**src/rtl/profi_video_timing_if.sv**
```systemverilog
// Video timing bundle: colour inputs from the fetch/border logic, raster
// coordinates, and the registered sync/colour stream to the scandoubler.
interface profi_video_timing_if;
    logic       clk14en;
    logic [8:0] pixel_rgb;
    logic [8:0] border_rgb;
    logic [9:0] hcnt;
    logic [8:0] vcnt;
    logic       paper;
    logic [8:0] rgbi;
    logic       hsync_ext_n;
    logic       vsync_ext_n;
    logic       csync_ext_n;
    logic       blank;
    logic       int_n;

    modport master (
        input  clk14en, pixel_rgb, border_rgb,
        output hcnt, vcnt, paper, rgbi, hsync_ext_n, vsync_ext_n, csync_ext_n,
               blank, int_n
    );

    modport slave (
        output clk14en, pixel_rgb, border_rgb,
        input  hcnt, vcnt, paper, rgbi, hsync_ext_n, vsync_ext_n, csync_ext_n,
               blank, int_n
    );
endinterface

```
**src/rtl/profi_video_timing.sv**
```systemverilog
// 15 kHz raster timing generator: h/v counters, registered syncs, blanking,
// paper/border colour mux and the per-frame CPU interrupt.
module profi_video_timing #(
    parameter int unsigned H_TOTAL       = 896,
    parameter int unsigned H_ACTIVE      = 512,
    parameter int unsigned H_BLANK_START = 640,
    parameter int unsigned H_SYNC_START  = 704,
    parameter int unsigned H_SYNC_LEN    = 64,
    parameter int unsigned H_BLANK_END   = 832,
    parameter int unsigned V_TOTAL       = 320,
    parameter int unsigned V_ACTIVE      = 240,
    parameter int unsigned V_BLANK_START = 264,
    parameter int unsigned V_SYNC_START  = 272,
    parameter int unsigned V_SYNC_LEN    = 4,
    parameter int unsigned V_BLANK_END   = 296,
    parameter int unsigned INT_LEN       = 32
) (
    input logic                  clk,
    input logic                  reset,
    profi_video_timing_if.master vid
);
    localparam int unsigned HW = 10;
    localparam int unsigned VW = 9;
    localparam int unsigned CW = 9;
    localparam int unsigned IW = $clog2(INT_LEN + 1);

    logic [HW-1:0] hcnt_q;
    logic [VW-1:0] vcnt_q;
    logic [CW-1:0] rgbi_q;
    logic          hsync_n_q;
    logic          vsync_n_q;
    logic          csync_n_q;
    logic          blank_q;
    logic          int_n_q;
    logic [IW-1:0] int_cnt_q;

    logic h_last_c;
    logic v_last_c;
    logic hsync_c;
    logic vsync_c;
    logic hblank_c;
    logic vblank_c;
    logic paper_c;
    logic int_trig_c;

    // Region decode of the current counter value, registered on the next enable
    always_comb begin
        h_last_c   = (hcnt_q == HW'(H_TOTAL - 1));
        v_last_c   = (vcnt_q == VW'(V_TOTAL - 1));
        hsync_c    = (hcnt_q >= HW'(H_SYNC_START)) &&
                     (hcnt_q <  HW'(H_SYNC_START + H_SYNC_LEN));
        vsync_c    = (vcnt_q >= VW'(V_SYNC_START)) &&
                     (vcnt_q <  VW'(V_SYNC_START + V_SYNC_LEN));
        hblank_c   = (hcnt_q >= HW'(H_BLANK_START)) && (hcnt_q < HW'(H_BLANK_END));
        vblank_c   = (vcnt_q >= VW'(V_BLANK_START)) && (vcnt_q < VW'(V_BLANK_END));
        paper_c    = (hcnt_q < HW'(H_ACTIVE)) && (vcnt_q < VW'(V_ACTIVE));
        int_trig_c = (hcnt_q == '0) && (vcnt_q == VW'(V_SYNC_START));
    end

    always_ff @(posedge clk) begin
        if (reset) begin
            hcnt_q    <= '0;
            vcnt_q    <= '0;
            rgbi_q    <= '0;
            hsync_n_q <= 1'b1;
            vsync_n_q <= 1'b1;
            csync_n_q <= 1'b1;
            blank_q   <= 1'b1;
            int_n_q   <= 1'b1;
            int_cnt_q <= '0;
        end else if (vid.clk14en) begin
            hcnt_q <= h_last_c ? '0 : hcnt_q + HW'(1);
            if (h_last_c) begin
                vcnt_q <= v_last_c ? '0 : vcnt_q + VW'(1);
            end

            hsync_n_q <= ~hsync_c;
            vsync_n_q <= ~vsync_c;
            // Composite sync inverts during vsync lines (serrated)
            csync_n_q <= vsync_c ? hsync_c : ~hsync_c;
            blank_q   <= hblank_c | vblank_c;

            if (hblank_c || vblank_c) begin
                rgbi_q <= '0;
            end else if (paper_c) begin
                rgbi_q <= vid.pixel_rgb;
            end else begin
                rgbi_q <= vid.border_rgb;
            end

            // Interrupt stays low for INT_LEN enables; retrigger restarts the count
            if (int_trig_c) begin
                int_n_q   <= 1'b0;
                int_cnt_q <= IW'(INT_LEN - 1);
            end else if (int_cnt_q != '0) begin
                int_cnt_q <= int_cnt_q - IW'(1);
            end else begin
                int_n_q <= 1'b1;
            end
        end
    end

    assign vid.hcnt        = hcnt_q;
    assign vid.vcnt        = vcnt_q;
    assign vid.paper       = paper_c;
    assign vid.rgbi        = rgbi_q;
    assign vid.hsync_ext_n = hsync_n_q;
    assign vid.vsync_ext_n = vsync_n_q;
    assign vid.csync_ext_n = csync_n_q;
    assign vid.blank       = blank_q;
    assign vid.int_n       = int_n_q;
endmodule

```
**src/flat_wrapper.sv**
```systemverilog
// flat-port wrapper written by rule: the top's interface ports become plain ports
module profi_video_timing_flat 
#(
    parameter int unsigned H_TOTAL       = 896,
    parameter int unsigned H_ACTIVE      = 512,
    parameter int unsigned H_BLANK_START = 640,
    parameter int unsigned H_SYNC_START  = 704,
    parameter int unsigned H_SYNC_LEN    = 64,
    parameter int unsigned H_BLANK_END   = 832,
    parameter int unsigned V_TOTAL       = 320,
    parameter int unsigned V_ACTIVE      = 240,
    parameter int unsigned V_BLANK_START = 264,
    parameter int unsigned V_SYNC_START  = 272,
    parameter int unsigned V_SYNC_LEN    = 4,
    parameter int unsigned V_BLANK_END   = 296,
    parameter int unsigned INT_LEN       = 32
)
  (clk, reset, vid_clk14en, vid_pixel_rgb, vid_border_rgb, vid_hcnt, vid_vcnt, vid_paper, vid_rgbi, vid_hsync_ext_n, vid_vsync_ext_n, vid_csync_ext_n, vid_blank, vid_int_n);
  profi_video_timing_if vid_i ();
  input logic clk;
  input logic reset;
  input wire logic [$bits(vid_i.clk14en)-1:0] vid_clk14en;
  input wire logic [$bits(vid_i.pixel_rgb)-1:0] vid_pixel_rgb;
  input wire logic [$bits(vid_i.border_rgb)-1:0] vid_border_rgb;
  output wire logic [$bits(vid_i.hcnt)-1:0] vid_hcnt;
  output wire logic [$bits(vid_i.vcnt)-1:0] vid_vcnt;
  output wire logic [$bits(vid_i.paper)-1:0] vid_paper;
  output wire logic [$bits(vid_i.rgbi)-1:0] vid_rgbi;
  output wire logic [$bits(vid_i.hsync_ext_n)-1:0] vid_hsync_ext_n;
  output wire logic [$bits(vid_i.vsync_ext_n)-1:0] vid_vsync_ext_n;
  output wire logic [$bits(vid_i.csync_ext_n)-1:0] vid_csync_ext_n;
  output wire logic [$bits(vid_i.blank)-1:0] vid_blank;
  output wire logic [$bits(vid_i.int_n)-1:0] vid_int_n;
  assign vid_i.clk14en = vid_clk14en;
  assign vid_i.pixel_rgb = vid_pixel_rgb;
  assign vid_i.border_rgb = vid_border_rgb;
  assign vid_hcnt = vid_i.hcnt;
  assign vid_vcnt = vid_i.vcnt;
  assign vid_paper = vid_i.paper;
  assign vid_rgbi = vid_i.rgbi;
  assign vid_hsync_ext_n = vid_i.hsync_ext_n;
  assign vid_vsync_ext_n = vid_i.vsync_ext_n;
  assign vid_csync_ext_n = vid_i.csync_ext_n;
  assign vid_blank = vid_i.blank;
  assign vid_int_n = vid_i.int_n;
  profi_video_timing #(.H_TOTAL(H_TOTAL), .H_ACTIVE(H_ACTIVE), .H_BLANK_START(H_BLANK_START), .H_SYNC_START(H_SYNC_START), .H_SYNC_LEN(H_SYNC_LEN), .H_BLANK_END(H_BLANK_END), .V_TOTAL(V_TOTAL), .V_ACTIVE(V_ACTIVE), .V_BLANK_START(V_BLANK_START), .V_SYNC_START(V_SYNC_START), .V_SYNC_LEN(V_SYNC_LEN), .V_BLANK_END(V_BLANK_END), .INT_LEN(INT_LEN)) u_core (.clk(clk), .reset(reset), .vid(vid_i));
endmodule
```
**config.mk**
```make
export PLATFORM = sky130hd
export DESIGN_NAME = profi_video_timing_flat
export DESIGN_NICKNAME = d
export VERILOG_FILES = /design/src/rtl/profi_video_timing_if.sv /design/src/rtl/profi_video_timing.sv /design/src/flat_wrapper.sv
export SDC_FILE = /design/constraint.sdc
export NUM_CORES = 1
export LEC_CHECK = 0
export CAP_MARGIN = 20
export CORE_MARGIN = 2
export CORE_UTILIZATION = 52
export DETAILED_ROUTE_END_ITERATION = 10
export PLACE_DENSITY = 0.88
export SYNTH_ARGS = -nofsm -noshare
export SYNTH_HDL_FRONTEND = slang
export SYNTH_SLANG_ARGS = --single-unit
```
**constraint.sdc**
```tcl
create_clock -name clk -period 2.82 [get_ports clk]
set_input_delay 0.564 -clock clk [delete_from_list [all_inputs] [get_ports clk]]
set_output_delay 0.564 -clock clk [all_outputs]
set_load 0.01 [all_outputs]
```
## Word level (Yosys, flattened, before mapping)

Cells that the tools add are included.

- Register bits after elaboration: 39
- Input bits: 21
- Output and inout bits: 34
- Logic and storage cells: 51

- $add $sub $neg: 3
- Order comparisons: 10
- Equal/unequal tests: 4
- Multiplexer cells: 9
- Bitwise logic cells: 3
- Reduce and logical (&&, ||, !) cells: 13

Operators by type and width:

| operator | count |
|---|---|
| $lt 10x10->1 const B | 3 |
| $mux 9 | 3 |
| $ge 10x10->1 const B | 2 |
| $eq 9x9->1 const B | 2 |
| $ge 9x9->1 const B | 2 |
| $lt 9x9->1 const B | 2 |
| $mux 6 | 2 |
| $add 10x1->10 const B | 1 |
| $eq 10x10->1 const B | 1 |
| $logic_not 10->1 | 1 |
| $mux 10 | 1 |
| $add 9x1->9 const B | 1 |
| $lt 9x8->1 const B | 1 |
| $logic_and 1x1->1 | 6 |
| $reduce_and 2->1 | 3 |
| $reduce_bool 6->1 | 1 |
| $sub 6x1->6 const B | 1 |
| $mux 1 | 3 |
| $ne 2x1->1 const B | 1 |
| $not 1->1 | 2 |
| $reduce_bool 2->1 | 1 |
| $logic_or 1x1->1 | 1 |
| $or 1x1->1 | 1 |

## Longest topological paths before layout

Gate-level depths: netlist of the first run.

- Depth after elaboration: 4
- Gate-level depth with buffers: 6

## Worst setup path before layout of the first run

Ideal clock, no wire load.

- Path kind: reg2out
- Start point: register u_core.hcnt_q[9] (netlist: u_core.vid.hcnt[9])
- End point: output vid_paper
- Data arrival time: 1291 ps
- Setup slack: 965 ps
- Cell stages (with the launch flop): 5
- Buffers on the path: 1
- Path through: dfxtp_1 buf_2 nor2_1 nand2_1 inv_1

- Word-level cells in the longest chain between the ends: 2

Ends and longest elaborated chain:

| what | line | text |
|---|---|---|
| start, declared | profi_video_timing.sv:27 | `logic [HW-1:0] hcnt_q;` |
| start signal, assigned | profi_video_timing.sv:72 | `hcnt_q <= h_last_c ? '0 : hcnt_q + HW'(1);` |
| $lt 10x10->1 | profi_video_timing.sv:56 | `paper_c = (hcnt_q < HW'(H_ACTIVE)) && (vcnt_q < VW'(V_ACTIVE));` |
| $logic_and 1x1->1 | profi_video_timing.sv:56 |  |
| end, declared | flat_wrapper.sv:27 | `output wire logic [$bits(vid_i.paper)-1:0] vid_paper;` |

No other way between the ends.

## Worst setup path after layout of the first run

- Start point: register u_core.vcnt_q[8] (netlist: u_core.vid.vcnt[8])
- End point: output vid_paper

- Word-level cells in the longest chain between the ends: 2

Ends and longest elaborated chain:

| what | line | text |
|---|---|---|
| start, declared | profi_video_timing.sv:28 | `logic [VW-1:0] vcnt_q;` |
| start signal, assigned | profi_video_timing.sv:74 | `vcnt_q <= v_last_c ? '0 : vcnt_q + VW'(1);` |
| $lt 9x8->1 | profi_video_timing.sv:56 |  |
| $logic_and 1x1->1 | profi_video_timing.sv:56 |  |

No other way between the ends.

==> run summary, run 1 <==
outcome -> completed
Synth Register Bits -> 39
first-pass GRT wire length -> 9.05 mm
Setup crit end -> vid_paper
crit path max fanout -> 10
worst path arrival time -> 2010 ps
gr usage total -> 0.255
Ys Warns -> 0
DR WL met3 -> 284 um
die span in x -> 68.3 um
final hold vios -> 0
VDD IR max -> 0.000320 V
Initial DRT Pass Iterations -> 4
reg2reg start -> u_core.vid.hcnt[6]$_SDFFE_PP0P_
async set-reset flop share out of synthesis -> 0
adder-cell area share of the yosys netlist -> 0.0350
most frequent cells in the layout -> clkdlybuf4s50_1, dfxtp_1, nand2_1
Pleak -> 0.983 nW
FILL cells -> 331
Syn Area/Cell -> 8.69 um^2
met2 routed WL -> 2.70 mm
wire per inst -> 15.4 um
largest net degree at the start of global routing -> 19
synth unique cells -> 45
CTS Sinks -> 39
dpl cells -> 343
setup repair after global routing missed its margin -> false
reg2reg end -> u_core.vid.vcnt[0]$_SDFFE_PP0P_
pwr dens -> 483 nW/um^2
Vias/cell -> 5.87
Worst setup EP type -> primary output
Synth Flop Type -> dfxtp_1
Least-Margin Pin Slew -> 720 ps
critical path class -> reg -> out
share of layout cells above drive strength 1 -> 0.120
register area -> 781 um^2
Inserted Clock Buffers -> 5
placer congestion estimate -> 0.829
dpl hpwl -> 3.85 mm
Die H -> 68.3 um
fin crit share -> 0.912
flop2flop setup slack -> 990 ps
Clk pin slew, worst setup/hold paths -> 80 ps
number of I/O port buffers -> 54
Final Non-Filler Cells -> 351
DRC violations left -> 0
largest family of logic cells by synthesized area -> simple AND/OR/NAND/NOR gates
mux share of post-synthesis cell area -> 0.0286
I/O pin cnt -> 55
clock root cell -> clkbuf_8
TritonCTS clock tree -> done
Post-Syn Area -> 2150 um^2
sequential area share after synthesis -> 0.364
max cap viols -> 0
R2R depth -> 4
Synth Area in Compound Gates -> 0.186
Max clock buf depth -> 2
Max Used Layer -> met4
Slew Limit Fails -> 0
nets -> 327
post-synthesis xor/xnor area fraction -> 0.0612
initial DRC count -> 184
worst skew pair latency -> 300 ps
Multi-input gate area -> 1260 um^2
Syn Inst Count -> 247
vias in the first global route -> 1932
initial antenna violation count -> 0
critical path launch point type -> flop
DRT antenna net count -> 0
fin crit period -> 2570 ps
routed wire length -> 5.40 mm
Post-synth EDFFs -> 0
Worst Hold Class -> reg -> reg
Synth Net Count -> 274
Worst Setup SP -> u_core.vid.vcnt[8]$_SDFFE_PP0P_
Synth Area in Simple Gates -> 0.277
Slew headroom -> 0.517
CORE AREA -> 4000 um^2
final setup vio count -> 0
die area -> 4660 um^2
H-Tree Depth -> 2
highest clock rate -> 389 MHz
Met1 Wirelength -> 2.35 mm
Initial Util -> 0.537
via count -> 2060
setup TNS -> 0 ps
ANT cells -> 0
commonest non-fill, non-tap cell in the layout -> clkdlybuf4s50_1
Worst Skew -> 3.46 ps
layout overhead on the synthesized area -> 31.3%
row count -> 23
total grt overflow -> 0
worst path required time -> 2260 ps
routing by layer:
metal  vias up  track usage
li1        993            -
met1      1000        0.326
met2        59        0.416
met3         8       0.0691
met4         0       0.0775
met5         -            0
what timing repair did:
item | CTS | global route
hold buffers | 0 | 0
setup endpoints to repair | 0 | 1
gates resized for setup | 0 | 1
buffers inserted | 0 | 0
state kept, by name, summed over array words and instances, names as in the netlist:
signal                  cells
u_core.vid.int_n            1
u_core.vid.vsync_ext_n      1
u_core.vid.blank            1
u_core.vid.vcnt             9
u_core.int_cnt_q            6
u_core.vid.rgbi             9
u_core.vid.csync_ext_n      1
u_core.vid.hcnt            10
u_core.vid.hsync_ext_n      1
area by class of cell:
| cell class | count | area share |
|---|---|---|
| multi-input combinational | 183 | 0.449 |
| sequential | 39 | 0.277 |
| timing repair buffer | 60 | 0.208 |
| clock buffer | 5 | 0.0244 |
| tap | 50 | 0.0222 |
| inverter | 11 | 0.0146 |
| clock inverter | 3 | 0.00533 |
report_power, final:
part	switching, mW	internal (mW)	total [mW]
logic	0.181	0.172	0.353
clock network	0.205	0.169	0.374
registers	0.0382	0.597	0.635
total	0.424	0.938	1.36
kinds of logic after synthesis:
group	after synthesis
compound gates	56
flops	39
buf+inv	25
fa+ha+maj	6
mux	6
simple gates	100
xor+xnor	15
synthesized netlist by cell type, types with 8 or more instances:
library cell | number | area, um^2
inv_1 | 11 | 41.3
a21oi_1 | 20 | 100
xnor2_1 | 10 | 87.6
nor3_1 | 11 | 55.1
nand2_1 | 22 | 82.6
a31oi_1 | 10 | 62.6
dfxtp_1 | 39 | 781
nor2b_1 | 11 | 68.8
nor2_1 | 19 | 71.3
buf_2 | 8 | 40.0
stage by stage:
| step | power [mW] | hold slack [ps] | utilization | setup WS [ps] | area [um^2] |
|---|---|---|---|---|---|
| after floorplan | 0.888 | 501 | - | 965 | 2150 |
| after global placement | 0.978 | 461 | 0.683 | 375 | 2730 |
| after detailed placement | 0.995 | 473 | 0.683 | 367 | 2730 |
| after CTS | 1.36 | 503 | 0.704 | 35.8 | 2820 |
| after global routing | 1.44 | 510 | 0.705 | 110 | 2820 |
| final | 1.36 | 507 | 0.705 | 247 | 2820 |
worst max-delay path: stages (launching register included):
cell and delay, ps:
dfxtp_1 370, nor2_2 360, nand2_1 330, inv_1 110, clkdlybuf4s50_1 530
how the worst min path moves through the flow:
| stage | startpoint | end | depth (start not counted) |
|---|---|---|---|
| after floorplan | u_core.vid.blank$_SDFFE_PP1P_ | u_core.vid.blank$_SDFFE_PP1P_ | 2 |
| after global placement | u_core.vid.hsync_ext_n$_SDFFE_PP1P_ | u_core.vid.hsync_ext_n$_SDFFE_PP1P_ | 2 |
| after detailed placement | u_core.vid.blank$_SDFFE_PP1P_ | u_core.vid.blank$_SDFFE_PP1P_ | 2 |
| after CTS | u_core.vid.blank$_SDFFE_PP1P_ | u_core.vid.blank$_SDFFE_PP1P_ | 2 |
| after global routing | u_core.vid.csync_ext_n$_SDFFE_PP1P_ | u_core.vid.csync_ext_n$_SDFFE_PP1P_ | 2 |
| final | u_core.vid.csync_ext_n$_SDFFE_PP1P_ | u_core.vid.csync_ext_n$_SDFFE_PP1P_ | 2 |
No activity file was read; power rests on OpenSTA's default activity.
==> run 2: changes to the inputs <==
- CORE_UTILIZATION: 52 -> 53
- PLACE_DENSITY: 0.88 -> 0.9
==> run 2 against run 1 <==
Net effect: maximum frequency is 0.98% lower; core utilization is 0.74 points higher; non-clock buffer count unchanged; first-iteration DRC count fell by 16%; global-route usage shrank 0.54 points; clock skew is 1.6 ps lower; critical path type unchanged; largest power group unchanged; highest routed layer unchanged.
==> run summary, run 2 (synthesis results as in run 1) <==
Hold EP -> u_core.vid.blank$_SDFFE_PP1P_
worst skew pair latency -> 290 ps (about the same)
clock root cell -> clkbuf_8
outcome -> completed
ANT cells -> 0 (unchanged)
wire per inst -> 14.9 um (-3.1%)
share of layout cells above drive strength 1 -> 0.110 (-0.00923)
fin crit share -> 0.921 (+0.00905)
fin crit period -> 2600 ps (+25.5 ps)
dpl cells -> 343 (unchanged)
critical path class -> reg -> out
Worst Hold Class -> reg -> reg
placer congestion estimate -> 0.785 (-5.2%)
Area after DPL -> 2730 um^2 (unchanged)
DRC violations left -> 0 (unchanged)
met2 routed WL -> 2.49 mm (-8.0%)
crit path max fanout -> 10 (unchanged)
Clk pin slew, worst setup/hold paths -> 70 ps (about the same)
R2R depth -> 4 (unchanged)
most frequent cells in the layout -> clkdlybuf4s50_1, dfxtp_1, nand2_1
hold path cells -> 2 (unchanged)
first-pass GRT wire length -> 8.58 mm (-5.1%)
total grt overflow -> 0 (unchanged)
max reg flops -> 10 (unchanged)
row count -> 23 (unchanged)
FILL cells -> 305 (-7.9%)
highest clock rate -> 385 MHz (-0.98%)
CP delay by family, top -> buffers and inverters
Hold WS -> 477 ps (-30.6 ps)
final setup vio count -> 0 (unchanged)
Initial DRT Pass Iterations -> 4 (unchanged)
VDD IR max -> 0.000275 V (-14%)
CORE AREA -> 3940 um^2 (-1.4%)
Met1 Wirelength -> 2.33 mm (-0.55%)
nets -> 327 (unchanged)
Slew Limit Fails -> 0 (unchanged)
DRT antenna net count -> 0 (unchanged)
Inserted Clock Buffers -> 5 (unchanged)
Least-Margin Pin Slew -> 708 ps (-11.8 ps)
initial DRC count -> 155 (-16%)
Pleak -> 0.972 nW (-1.1%)
largest net degree at the start of global routing -> 17 (-2)
critical path launch point type -> flop
max cap viols -> 0 (unchanged)
Die H -> 67.6 um (-0.89%)
Final Cell Area -> 2810 um^2 (-0.40%)
I/O pin cnt -> 55 (unchanged)
hold_sp -> u_core.vid.blank$_SDFFE_PP1P_
WP buf/inv -> 2 (unchanged)
Vias/cell -> 5.80 (-1.2%)
vias in the first global route -> 1881 (-2.6%)
pwr dens -> 473 nW/um^2 (-2.0%)
routed wire length -> 5.20 mm (-3.7%)
setup TNS -> 0 ps (unchanged)
worst path arrival time -> 2030 ps (+20 ps)
TritonCTS clock tree -> done
dpl hpwl -> 3.76 mm (-2.3%)
initial antenna violation count -> 0 (unchanged)
die span in x -> 67.6 um (-0.89%)
final core utilization -> 0.712 (+0.00743)
flop2flop setup slack -> 980 ps (about the same)
layout overhead on the synthesized area -> 30.8%
via count -> 2024 (-1.7%)
worst path required time -> 2260 ps (about the same)
Worst path slowest cell -> clkdlybuf4s50_1
CTS Sinks -> 39 (unchanged)
reg2reg end -> u_core.vid.vcnt[0]$_SDFFE_PP0P_
gr usage total -> 0.249 (-0.00536)
cts-stage hold buffer count -> 0 (unchanged)
number of I/O port buffers -> 54 (unchanged)
final hold vios -> 0 (unchanged)
Worst setup EP type -> primary output
Initial Util -> 0.545 (+0.00784)
setup repair after global routing missed its margin -> false
H-Tree Depth -> 2 (unchanged)
crit path cell chain -> nor2_2 -> nand2_1 -> inv_1 -> clkdlybuf4s50_1
cts repair resizes -> 1 (+1)
Final Non-Filler Cells -> 349 (-0.57%)
commonest non-fill, non-tap cell in the layout -> clkdlybuf4s50_1
Worst path max stage delay -> 570 ps (+40 ps)
Setup Fix Bufs, Post-CTS -> 0 (unchanged)
DR WL met3 -> 282 um (-0.70%)
reg2reg start -> u_core.vid.hcnt[3]$_SDFFE_PP0P_
die area -> 4580 um^2 (-1.8%)
Max Used Layer -> met4
Slew headroom -> 0.525 (+0.00789)
Worst Skew -> 1.91 ps (-1.55 ps)
Max clock buf depth -> 2 (unchanged)
-- run 2: changes by cell type in the layout (fill, tap and decap cells not counted) --
cell      before  now
clkinv_2       3    0
clkbuf_1       0    1
-- run 2: metal layers --
metal | track usage | up-vias
met5 | 0 | -
met4 | 0.107 | 0
met3 | 0.0633 | 10
met2 | 0.402 | 74
met1 | 0.313 | 950
li1 | - | 990
-- run 2: final cells by class --
cell class              instances  area (um^2)  area share
multi-input cells             183         1260       0.451
inverters                      11         41.3      0.0147
clock buffers                   6         72.6      0.0258
repair buffers                 60          586       0.209
well taps                      50         62.6      0.0223
flip-flops and latches         39          781       0.278
-- run 2: worst register-to-register path, cell delays in order, from the launching register on --
cell     delay, ps
dfxtp_1        470
nand4_2        440
nor3_2         560
xnor2_1        180
nor2_1          60
-- run 2: through the flow --
step                      total power [mW]  worst slack [ps]
final                                 1.33               221
after global routing                  1.41              84.7
after CTS                             1.33               229
after detailed placement             0.988               336
after global placement               0.977               403
after floorplan                      0.888               965
-- run 2: worst max path at each step --
stage / from / to / cells after the start
3_5_place_dp: u_core.vid.vcnt[8]$_SDFFE_PP0P_ / vid_paper / 4
6_report: u_core.vid.vcnt[8]$_SDFFE_PP0P_ / vid_paper / 4
4_1_cts: u_core.vid.vcnt[8]$_SDFFE_PP0P_ / vid_paper / 4
2_1_floorplan: u_core.vid.hcnt[9]$_SDFFE_PP0P_ / vid_paper / 4
3_3_place_gp: vid_clk14en / u_core.vid.rgbi[2]$_SDFFE_PP0P_ / 6
5_1_grt: u_core.vid.vcnt[8]$_SDFFE_PP0P_ / vid_paper / 4
-- run 2: report_power, final --
group	switching, mW	internal [mW]
Combinational	0.172	0.172
Sequential	0.0366	0.597
Clock	0.186	0.165
